### config.mk
export PLATFORM = sky130hd
export DESIGN_NAME = lc3_bus_arbiter
export DESIGN_NICKNAME = d
export VERILOG_FILES = /design/src/rtl/lc3_bus_arbiter.sv
export SDC_FILE = /design/constraint.sdc
export NUM_CORES = 1
export LEC_CHECK = 0
export ABC_AREA = 1
export CAP_MARGIN = 10
export CORE_ASPECT_RATIO = 0.9
export CORE_MARGIN = 2
export CORE_UTILIZATION = 42
export CTS_CLUSTER_DIAMETER = 60
export DETAILED_ROUTE_END_ITERATION = 10
export GPL_ROUTABILITY_DRIVEN = 1
export MAX_ROUTING_LAYER = met4
export PLACE_DENSITY = 0.86
export SLEW_MARGIN = 30
export SYNTH_ARGS = -nofsm -noshare
export SYNTH_HDL_FRONTEND = slang
export SYNTH_SLANG_ARGS = --single-unit
### constraint.sdc
create_clock -name i_CLK -period 4.6 [get_ports i_CLK]
set_input_delay 0.46 -clock i_CLK [delete_from_list [all_inputs] [get_ports i_CLK]]
set_output_delay 0.46 -clock i_CLK [all_outputs]
set_load 0.05 [all_outputs]
### src/rtl/lc3_bus_arbiter.sv
// Round-robin bus arbiter and gate sequencer for the LC-3 datapath bus.
// Owns the one-hot drive enables, muxes the owning source and strobes the CC load.
module lc3_bus_arbiter #(
  parameter int N_REQ    = 4,
  parameter int MAX_HOLD = 4
) (
  input  logic                  i_CLK,
  input  logic                  i_RST_n,
  input  logic [N_REQ-1:0]      i_Req,
  input  logic [N_REQ-1:0]      i_Lock,
  input  logic [N_REQ-1:0]      i_SetCC,
  input  logic [16*N_REQ-1:0]   i_Data,
  output logic [N_REQ-1:0]      o_Gate,
  output logic                  o_Grant_Valid,
  output logic [15:0]           o_Bus,
  output logic                  o_LD_CC_Control
);

  localparam int PW = (N_REQ > 1) ? $clog2(N_REQ) : 1;
  localparam int CW = $clog2(MAX_HOLD + 1);

  typedef enum logic {
    IDLE = 1'b0,
    OWN  = 1'b1
  } state_t;

  state_t           state_r;
  logic [PW-1:0]    ptr_r;
  logic [CW-1:0]    cnt_r;

  logic [PW-1:0]    owner_idx_s;
  logic [PW-1:0]    rel_ptr_s;
  logic             others_s;
  logic             cont_s;
  logic [N_REQ-1:0] win_idle_s;
  logic [N_REQ-1:0] win_rel_s;
  logic [15:0]      bus_s;

  // First requester at or above start, wrapping; the start slot has top priority.
  function automatic logic [N_REQ-1:0] pick_winner(input logic [N_REQ-1:0] req,
                                                   input logic [PW-1:0]    start);
    logic [N_REQ-1:0] grant;
    logic             found;
    logic [PW-1:0]    idx;
    grant = '0;
    found = 1'b0;
    for (int i = 0; i < N_REQ; i++) begin
      idx = PW'((int'(start) + i) % N_REQ);
      if (!found && req[idx]) begin
        grant[idx] = 1'b1;
        found      = 1'b1;
      end else begin
        found = found;
      end
    end
    return grant;
  endfunction

  // Owner decode, hold decision and the two candidate winners.
  always_comb begin
    owner_idx_s = '0;
    for (int k = 0; k < N_REQ; k++) begin
      owner_idx_s = owner_idx_s | (o_Gate[k] ? PW'(k) : '0);
    end
    rel_ptr_s  = (owner_idx_s == PW'(N_REQ - 1)) ? '0 : owner_idx_s + PW'(1);
    others_s   = |(i_Req & ~o_Gate);
    cont_s     = (|(i_Req & i_Lock & o_Gate)) &&
                 ((cnt_r < CW'(MAX_HOLD)) || !others_s);
    win_idle_s = pick_winner(i_Req, ptr_r);
    win_rel_s  = pick_winner(i_Req, rel_ptr_s);
  end

  // Arbitration FSM: grant from idle, hold under lock, or hand off back-to-back.
  always_ff @(posedge i_CLK or negedge i_RST_n) begin
    if (!i_RST_n) begin
      state_r <= IDLE;
      o_Gate  <= '0;
      ptr_r   <= '0;
      cnt_r   <= '0;
    end else begin
      case (state_r)
        IDLE: begin
          if (|i_Req) begin
            o_Gate  <= win_idle_s;
            cnt_r   <= CW'(1);
            state_r <= OWN;
          end
        end
        OWN: begin
          if (cont_s) begin
            if (cnt_r < CW'(MAX_HOLD)) begin
              cnt_r <= cnt_r + CW'(1);
            end
          end else begin
            // The releasing owner becomes the lowest-priority slot.
            ptr_r <= rel_ptr_s;
            if (|i_Req) begin
              o_Gate <= win_rel_s;
              cnt_r  <= CW'(1);
            end else begin
              o_Gate  <= '0;
              cnt_r   <= '0;
              state_r <= IDLE;
            end
          end
        end
        default: begin
          state_r <= IDLE;
          o_Gate  <= '0;
          cnt_r   <= '0;
        end
      endcase
    end
  end

  // One-hot bus mux as an OR of AND terms.
  always_comb begin
    bus_s = 16'h0000;
    for (int k = 0; k < N_REQ; k++) begin
      bus_s = bus_s | ({16{o_Gate[k]}} & i_Data[16*k +: 16]);
    end
  end

  assign o_Bus           = bus_s;
  assign o_Grant_Valid   = |o_Gate;
  assign o_LD_CC_Control = |(o_Gate & i_SetCC);

endmodule

==> results.cfg, run 1 <==
[run_status]
status = finished clean

[clocking]
cts_sinks = 10
cts-root-buf = clkbuf_8
worstSkewPairLatency_ns = 0.24
clock_path_buffers = 2
cts_tree = built
clkTransAtPathRegs_ns = 0.05
post-cts-setup-buffers = 0
h-tree-depth = 1
cts-buffers-inserted = 3
hold_buffers = 0
ctsResizeCount = 0

[power_and_ir_drop]
power-per-cell-area_nw_per_um2 = 733.3
p_leak_nw = 1.304
irDropWorstVdd_mv = 0.3803

[timing]
hold_viol_final = 0
grt_setup_unrepaired = no
fin_crit_sh_pct = 59.83
setup_tns_ns = 0
max_slew_margin_pct = 39.24
report.final.setup_viol = 0
drv_slew = 0
layout_min_cycle_time_ns = 2.752
fin_worst_skew_ns = 0.001239
worst_pin_slew_ns = 0.9114
fmax_mhz = 363.3

[drt]
drtIter0Drc = 105
ant_nets = 0
wl_mm = 5.946
wl_per_cell_microns = 13.30
drc = 0
firstDrtPassIters = 5
via_per_inst = 5.076
vias = 2269

[placement]
dpl-instance-area_sq_um = 2735
io_buffers = 99
gp_congestion = 0.8966
place_hpwl_mm = 4.693

[logic_synthesis]
synth-edff-count = 0
synthesis.instances = 305
synth_ff_type = dfrtp_1
synth.distinct_cells = 22
synth_warnings = 0
seq_area_frac_synth_pct = 14.50
syn_nets = 400
synthesis.area_sq_um = 1725
async_flop_share_pct = 100.0
ys_ff_latch = 10
avgSynthCellArea_sq_um = 5.657

[die]
die_x_microns = 71.56
core.rowCount = 22
ioPinCount = 100
design.core.area_sq_um = 4019
dieArea_sq_um = 4637
die_y_microns = 64.81
start_util_pct = 42.93

[setup_path]
r2r_end = o_Gate[3]$_DFFE_PN0P_
cp_max_fo = 24
crit_arrival_ns = 2.29
cp.depth = 3
crit_path_end_kind = output port
r2r_start = o_Gate[3]$_DFFE_PN0P_
critPathLaunchType = flop
slowest_stage = dfrtp_1
path_buf_inv = 1
crit_chain = nand2_1, nand4_1, clkdlybuf4s50_1
r2r_cells = 11
max_stage_delay_ns = 0.93
r2r_slack_ns = 2.07
crit_type = flop to output port
cp-startpoint = o_Gate[3]$_DFFE_PN0P_
cp.required_ns = 4.14
crit_family = flip-flops
critPathCapture = o_Bus[8]

[global_routing]
track_usage_pct = 24.76
grt_max_degree = 25
globalRoute.totalOverflow = 0
grt_pass1_vias = 1899
antenna_found_initial = 0
grt_pass1_wl_mm = 9.163

[finish]
drive_above_1_share_pct = 5.263
post-route-util_pct = 69.43
fill_cells = 355
antenna_cells = 0
area_growth_pct = 61.71
nets = 495
layout_commonest_cell = nand2_1
final_cell_mix = nand2_1 (143), clkdlybuf4s50_1 (99), nand3_1 (45), inv_1 (21), nand4_1 (18)
final_cell_area_sq_um = 2790

[job]
max-cap-violations = 0

[worst_hold_path]
hold_path_class = flop to flop
[worst register-to-register path, delay by kind of cell, from the launching register on]
family,cells,cell delay [ns]
DFF,1,0.71
adders and majority gates,1,0.37
AOI/OAI and AO/OA,1,0.13
buffers and inverters,2,0.28
and+or+nand+nor,7,0.96
[area by class of cell]
| cell class | instances | area [sq um] | share of cell area [%] |
|---|---|---|---|
| sequential | 10 | 250.2 | 8.969 |
| multi-input combinational | 263 | 1348 | 48.30 |
| clock buffer | 4 | 55.05 | 1.973 |
| tap | 48 | 60.06 | 2.152 |
| inverter | 23 | 86.33 | 3.094 |
| timing repair buffer | 99 | 991.0 | 35.52 |
[report_power, final]
part	leakage [nW]	switching (mW)	internal (mW)	total (mW)
clock network	0.0288	0.0373	0.0755	0.113
registers	0.120	0.160	0.124	0.284
logic	1.15	1.06	0.590	1.65
[routing by layer]
metal	GRT usage, %	up-vias	wire length, microns
met5	-	-	0
li1	-	1185	-
met3	5.754	10	373
met4	4.009	0	83
met1	33.46	995	2662
met2	38.43	79	2826
[flip-flops by register name, indices dropped and copies added (netlist names)]
| signal | flops |
|---|---|
| o_Gate | 4 |
| cnt_r | 3 |
| ptr_r | 2 |
| state_r | 1 |
[logic make-up after synthesis]
group	Yosys count	share of synthesized area, %
buf+inv	32	7.397
flops	10	14.50
fa+ha+maj	17	12.33
compound gates	17	5.946
simple gates	229	59.83
[metrics by stage]
step	hold slack (ns)	setup WS, ns	cells	power, mW
5_1_grt	0.5460	1.734	447	2.209
3_3_place_gp	0.4741	2.102	443	1.899
2_1_floorplan	0.1644	2.327	305	1.459
3_5_place_dp	0.5120	2.078	443	1.924
4_1_cts	0.5244	1.837	447	2.041
6_report	0.5195	1.848	447	2.046
[cell usage after synthesis (3+ instances only)]
master / number / area [sq um]
o21ai_0: 6 / 30.03
inv_1: 21 / 78.83
nor2_1: 11 / 41.29
dfrtp_1: 10 / 250.2
nand3_1: 45 / 225.2
nand2_2: 3 / 18.77
a21oi_1: 5 / 25.02
nand4_1: 18 / 112.6
clkbuf_1: 4 / 15.01
ha_1: 17 / 212.7
nand2_1: 143 / 536.8
buf_1: 3 / 11.26
a21oi_2: 4 / 35.03
[worst min path at each step]
stage	from	slack [ns]	cells after the start	to
2_1_floorplan	i_RST_n	0.16	0	cnt_r[0]$_DFFE_PN0P_
3_3_place_gp	cnt_r[1]$_DFFE_PN0P_	0.47	2	cnt_r[1]$_DFFE_PN0P_
3_5_place_dp	cnt_r[0]$_DFFE_PN0P_	0.51	2	cnt_r[0]$_DFFE_PN0P_
4_1_cts	cnt_r[0]$_DFFE_PN0P_	0.52	2	cnt_r[0]$_DFFE_PN0P_
5_1_grt	cnt_r[0]$_DFFE_PN0P_	0.55	2	cnt_r[0]$_DFFE_PN0P_
6_report	cnt_r[0]$_DFFE_PN0P_	0.52	2	cnt_r[0]$_DFFE_PN0P_
No activity file was read; power rests on OpenSTA's default activity.
==> run 2, diff against run 1 <==
--- a/config.mk
+++ b/config.mk
@@ -9,12 +9,12 @@
 export CAP_MARGIN = 10
 export CORE_ASPECT_RATIO = 0.9
 export CORE_MARGIN = 2
-export CORE_UTILIZATION = 42
+export CORE_UTILIZATION = 35
 export CTS_CLUSTER_DIAMETER = 60
 export DETAILED_ROUTE_END_ITERATION = 10
 export GPL_ROUTABILITY_DRIVEN = 1
 export MAX_ROUTING_LAYER = met4
-export PLACE_DENSITY = 0.86
+export PLACE_DENSITY = 0.76
 export SLEW_MARGIN = 30
 export SYNTH_ARGS = -nofsm -noshare
 export SYNTH_HDL_FRONTEND = slang
==> constraint.sdc (replaced) <==
create_clock -name i_CLK -period 2.5 [get_ports i_CLK]
set_input_delay 0.25 -clock i_CLK [delete_from_list [all_inputs] [get_ports i_CLK]]
set_output_delay 0.25 -clock i_CLK [all_outputs]
set_load 0.05 [all_outputs]
==> run 2 against run 1 <==
Power increased by 85%. Count of clock-buffer cells in the layout unchanged. Non-clock buffer count increased by 6. First-iteration DRC count decreased by 17%. Combinational power increased by 98%. Clock power increased by 81%. Clock skew increased by 0.0015 ns. Via count increased by 2.6%. Critical path type unchanged. Critical endpoint is now o_Gate[3]. Largest cell class unchanged.
==> results.cfg, run 2 (synthesis results as in run 1) <==
[power_and_ir_drop]
pwr-share-clk_pct = 5.4
p_leak_nw = 1.348
power_switching_mw = 2.337
irDropWorstVdd_mv = 0.6699
p_comb_share_pct = 86.2
p_int_mw = 1.441
seqPwrFrac_pct = 8.4
swShare_pct = 61.85
power-per-cell-area_nw_per_um2 = 1344

[clocking]
cts_sinks = 10
hold_buffers = 0
post-cts-setup-buffers = 0
clock_path_buffers = 2
cts-buffers-inserted = 3
cts_tree = built
cts-root-buf = clkbuf_8
worstSkewPairLatency_ns = 0.24
ctsResizeCount = 0
clkTransAtPathRegs_ns = 0.05
h-tree-depth = 1

[timing]
report.final.setup_viol = 0
max_slew_margin_pct = 66.12
drv_slew = 0
layout_min_cycle_time_ns = 2.105
fin_crit_sh_pct = 84.20
grt_setup_unrepaired = no
fin_worst_skew_ns = 0.002739
worst_pin_slew_ns = 0.5066
fmax_mhz = 475.1
setup_tns_ns = 0
hold_viol_final = 0

[finish]
largestRegisters = o_Gate: 4 flops, cnt_r: 3 flops, ptr_r: 2 flops
largest_reg_flops = 4
final_cell_mix = nand2_1 (143), clkdlybuf4s50_1 (81), nand3_1 (45), buf_4 (24), inv_1 (21)
nets = 501
max_flop_register = o_Gate
post-route-util_pct = 58.52
multiInputGateArea_sq_um = 1348
antenna_cells = 0
drive_above_1_share_pct = 11.11
layout_commonest_cell = nand2_1
area_growth_pct = 62.94
fill_cells = 475
seq_area_sq_um = 250.2

[global_routing]
grt_max_degree = 23
antenna_found_initial = 0
globalRoute.totalOverflow = 0
grt_pass1_wl_mm = 9.942
track_usage_pct = 22.43
grt_pass1_vias = 2126

[setup_path]
crit_chain = buf_4, clkdlybuf4s50_1
path_buf_inv = 2
critPathLaunchType = flop
crit_arrival_ns = 1.85
cp.depth = 2
crit_family = buffers and inverters
cp_max_fo = 22
r2r_cells = 11
crit_path_end_kind = output port
slowest_stage = clkdlybuf4s50_1
max_stage_delay_ns = 0.86
cp.required_ns = 2.25
r2r_start = o_Gate[3]$_DFFE_PN0P_
crit_type = flop to output port
cp-startpoint = o_Gate[3]$_DFFE_PN0P_

[die]
die_x_microns = 78.01
start_util_pct = 35.91
die_y_microns = 70.61
design.core.area_sq_um = 4805
dieArea_sq_um = 5508
ioPinCount = 100
core.rowCount = 24

[run_status]
status = finished clean

[drt]
vias = 2328
wl_mm = 6.053
firstDrtPassIters = 4
via_per_inst = 4.953
drtIter0Drc = 87
wl_per_cell_microns = 12.88
ant_nets = 0
drc = 0

[placement]
place_hpwl_mm = 4.812
io_buffers = 99
gp_congestion = 0.8404

[worst_hold_path]
hold_path_class = input pin to asynchronous set/reset pin

[job]
max-cap-violations = 0
==> run 2: cell types whose count changed in the layout (fill, tap and decap cells not counted) <==
cell,before,now
buf_4,0,24
clkdlybuf4s50_1,99,81
==> run 2: metal layers <==
| layer | vias to the layer above | global-route usage, % | wire [microns] |
|---|---|---|---|
| met4 | 0 | 4.094 | 68 |
| li1 | 1197 | - | - |
| met3 | 11 | 3.189 | 459 |
| met1 | 1030 | 30.59 | 2789 |
| met2 | 90 | 36.02 | 2735 |
| met5 | - | - | 0 |
==> run 2: worst paths after layout <==
| kind | end | slack [ns] |
|---|---|---|
| setup reg to reg | o_Gate[3]$_DFFE_PN0P_ | 0.42 |
| hold / removal | state_r$_DFF_PN0_ | 0.34 |
| setup / recovery | o_Gate[3] | 0.40 |
| hold reg to reg | cnt_r[1]$_DFFE_PN0P_ | 0.50 |
| min in group i_CLK | cnt_r[1]$_DFFE_PN0P_ | 0.50 |
| max in group asynchronous | o_Gate[2]$_DFFE_PN0P_ | 1.84 |
==> run 2: final cells by class <==
class,instances,area share [%]
multi-input combinational,263,47.93
timing repair buffer,105,35.25
sequential,10,8.901
inverter,23,3.071
tap,65,2.893
clock buffer,4,1.958
==> run 2: stage by stage <==
step | std cells | setup WS [ns] | hold slack [ns] | instance area [sq um] | power, mW
3_3_place_gp | 466 | 0.4310 | 0.4792 | 2756 | 3.543
5_1_grt | 470 | 0.1838 | 0.3701 | 2811 | 4.116
2_1_floorplan | 305 | 0.3485 | -0.04559 | 1725 | 2.684
3_5_place_dp | 466 | 0.4148 | 0.4904 | 2756 | 3.570
6_report | 470 | 0.3951 | 0.3384 | 2811 | 3.778
4_1_cts | 470 | 0.3986 | 0.3482 | 2811 | 3.783
==> run 2: power by group through the flow <==
stage | clock (mW) | sequential [mW] | combinational [mW]
finish | 0.204 | 0.317 | 3.26
global route | 0.217 | 0.324 | 3.57
CTS | 0.206 | 0.315 | 3.26
detailed placement | 0 | 0.317 | 3.25
floorplan | 0 | 0.424 | 2.26
global placement | 0 | 0.315 | 3.23
==> run 3, diff against run 2 <==
--- a/config.mk
+++ b/config.mk
@@ -9,12 +9,12 @@
 export CAP_MARGIN = 10
 export CORE_ASPECT_RATIO = 0.9
 export CORE_MARGIN = 2
-export CORE_UTILIZATION = 35
+export CORE_UTILIZATION = 39
 export CTS_CLUSTER_DIAMETER = 60
 export DETAILED_ROUTE_END_ITERATION = 10
 export GPL_ROUTABILITY_DRIVEN = 1
 export MAX_ROUTING_LAYER = met4
-export PLACE_DENSITY = 0.76
+export PLACE_DENSITY = 0.8
 export SLEW_MARGIN = 30
 export SYNTH_ARGS = -nofsm -noshare
 export SYNTH_HDL_FRONTEND = slang
==> constraint.sdc (replaced) <==
create_clock -name i_CLK -period 2.1 [get_ports i_CLK]
set_input_delay 0.21 -clock i_CLK [delete_from_list [all_inputs] [get_ports i_CLK]]
set_output_delay 0.21 -clock i_CLK [all_outputs]
set_load 0.05 [all_outputs]
==> run 3 against run 2 <==
Routed wire length up 12%. Critical path depth increased by 9. Power is 41% higher. First-iteration DRC count up 74%. Via count increased by 3.2%. Largest cell class unchanged.
==> results.cfg, run 3 (synthesis results as in run 1) <==
[drt]
drtIter0Drc = 151
wl_per_cell_microns = 14.31
ant_nets = 0
via_per_inst = 5.078
wl_mm = 6.768
firstDrtPassIters = 5
drc = 0
vias = 2402

[die]
ioPinCount = 100
die_x_microns = 74.11
start_util_pct = 41.51
dieArea_sq_um = 4973
die_y_microns = 67.10
design.core.area_sq_um = 4156
core.rowCount = 22

[placement]
dpl-instance-area_sq_um = 3039
dp_slack_ns = 0.1258
placedCellCount = 469
io_buffers = 99
place_hpwl_mm = 5.441
gp_congestion = 1.087

[global_routing]
antenna_found_initial = 0
track_usage_pct = 26.75
grt_pass1_vias = 2003
grt_pass1_wl_mm = 9.998
globalRoute.totalOverflow = 0
grt_max_degree = 23

[finish]
max_flop_register = o_Gate
largestRegisters = o_Gate: 4 flops, cnt_r: 3 flops, ptr_r: 2 flops
drive_above_1_share_pct = 14.04
post-route-util_pct = 74.44
layout_commonest_cell = nand2_1
area_growth_pct = 79.33
antenna_cells = 0
final_cell_mix = nand2_1 (143), clkdlybuf4s50_1 (77), nand3_1 (45), inv_1 (21), buf_12 (19)
stdcell_count = 473
nets = 509
final_cell_area_sq_um = 3094
largest_reg_flops = 4

[power_and_ir_drop]
power-per-cell-area_nw_per_um2 = 1721
irDropWorstVdd_mv = 0.8642
finalPower_mw = 5.325
p_leak_nw = 1.480

[timing]
whs_ns = 0.2898
fin_worst_skew_ns = 0.005152
worst_pin_slew_ns = 0.5208
grt_setup_unrepaired = no
report.final.setup_viol = 0
fin_crit_sh_pct = 92.90
hold_viol_final = 0
setup_ws_ns = 0.1492
layout_min_cycle_time_ns = 1.951
setup_tns_ns = 0
drv_slew = 0
fmax_mhz = 512.6
max_slew_margin_pct = 64.96

[clocking]
ctsResizeCount = 0
cts-root-buf = clkbuf_8
hold_buffers = 0
post-cts-setup-buffers = 0
cts_tree = built
clkTransAtPathRegs_ns = 0.06
worstSkewPairLatency_ns = 0.24
clock_path_buffers = 2
h-tree-depth = 1
cts_sinks = 10
cts-buffers-inserted = 3

[worst_hold_path]
hold_path_class = input pin to asynchronous set/reset pin

[setup_path]
crit_family = simple AND/OR/NAND/NOR gates
crit_arrival_ns = 2.13
critPathLaunchType = flop
max_stage_delay_ns = 0.48
crit_path_end_kind = flop
crit_chain = nor2_4, inv_1, ha_1, inv_1, nand2_1, nand2_2, nor2_2, nand3_1, nand3_1, nand2_1, a21oi_2
path_buf_inv = 2
cp.required_ns = 2.28
r2r_cells = 11
r2r_end = o_Gate[1]$_DFFE_PN0P_
cp_max_fo = 7
r2r_start = o_Gate[3]$_DFFE_PN0P_
crit_type = flop to flop
slowest_stage = dfrtp_2
r2r_slack_ns = 0.15

[run_status]
status = finished clean

[job]
max-cap-violations = 0
==> run 3: layout make-up <==
cell class | count | area (sq um)
flip-flops and latches | 10 | 251.5
multi-input cells | 263 | 1348
inverters | 23 | 86.33
well taps | 60 | 75.07
repair buffers | 113 | 1279
clock buffers | 4 | 55.05
fillers | 346 | 1062
==> run 3: metal layers <==
metal | track usage [%] | routed length, microns | vias to the layer above
li1 | - | - | 1211
met1 | 35.80 | 2901 | 1067
met2 | 44.75 | 3249 | 116
met3 | 4.236 | 567 | 8
met4 | 1.136 | 49 | 0
met5 | - | 0 | -
==> run 3: report_power, final <==
part | internal, mW | switching (mW) | leakage [nW] | total, mW
combinational | 1.87 | 2.84 | 1.33 | 4.70
sequential | 0.280 | 0.0922 | 0.119 | 0.372
clock | 0.166 | 0.0865 | 0.0288 | 0.252
total | 2.31 | 3.01 | 1.48 | 5.33
==> run 3: how the worst max path moves through the flow <==
stage | endpoint | from | cells after the start
6_report | o_Gate[1]$_DFFE_PN0P_ | o_Gate[3]$_DFFE_PN0P_ | 11
4_1_cts | o_Gate[3]$_DFFE_PN0P_ | o_Gate[3]$_DFFE_PN0P_ | 11
3_3_place_gp | o_Gate[2]$_DFFE_PN0P_ | i_Req[1] | 7
3_5_place_dp | o_Gate[0]$_DFFE_PN0P_ | i_Req[1] | 7
5_1_grt | o_Gate[3]$_DFFE_PN0P_ | o_Gate[3]$_DFFE_PN0P_ | 11
2_1_floorplan | o_Gate[3]$_DFFE_PN0P_ | o_Gate[2]$_DFFE_PN0P_ | 11
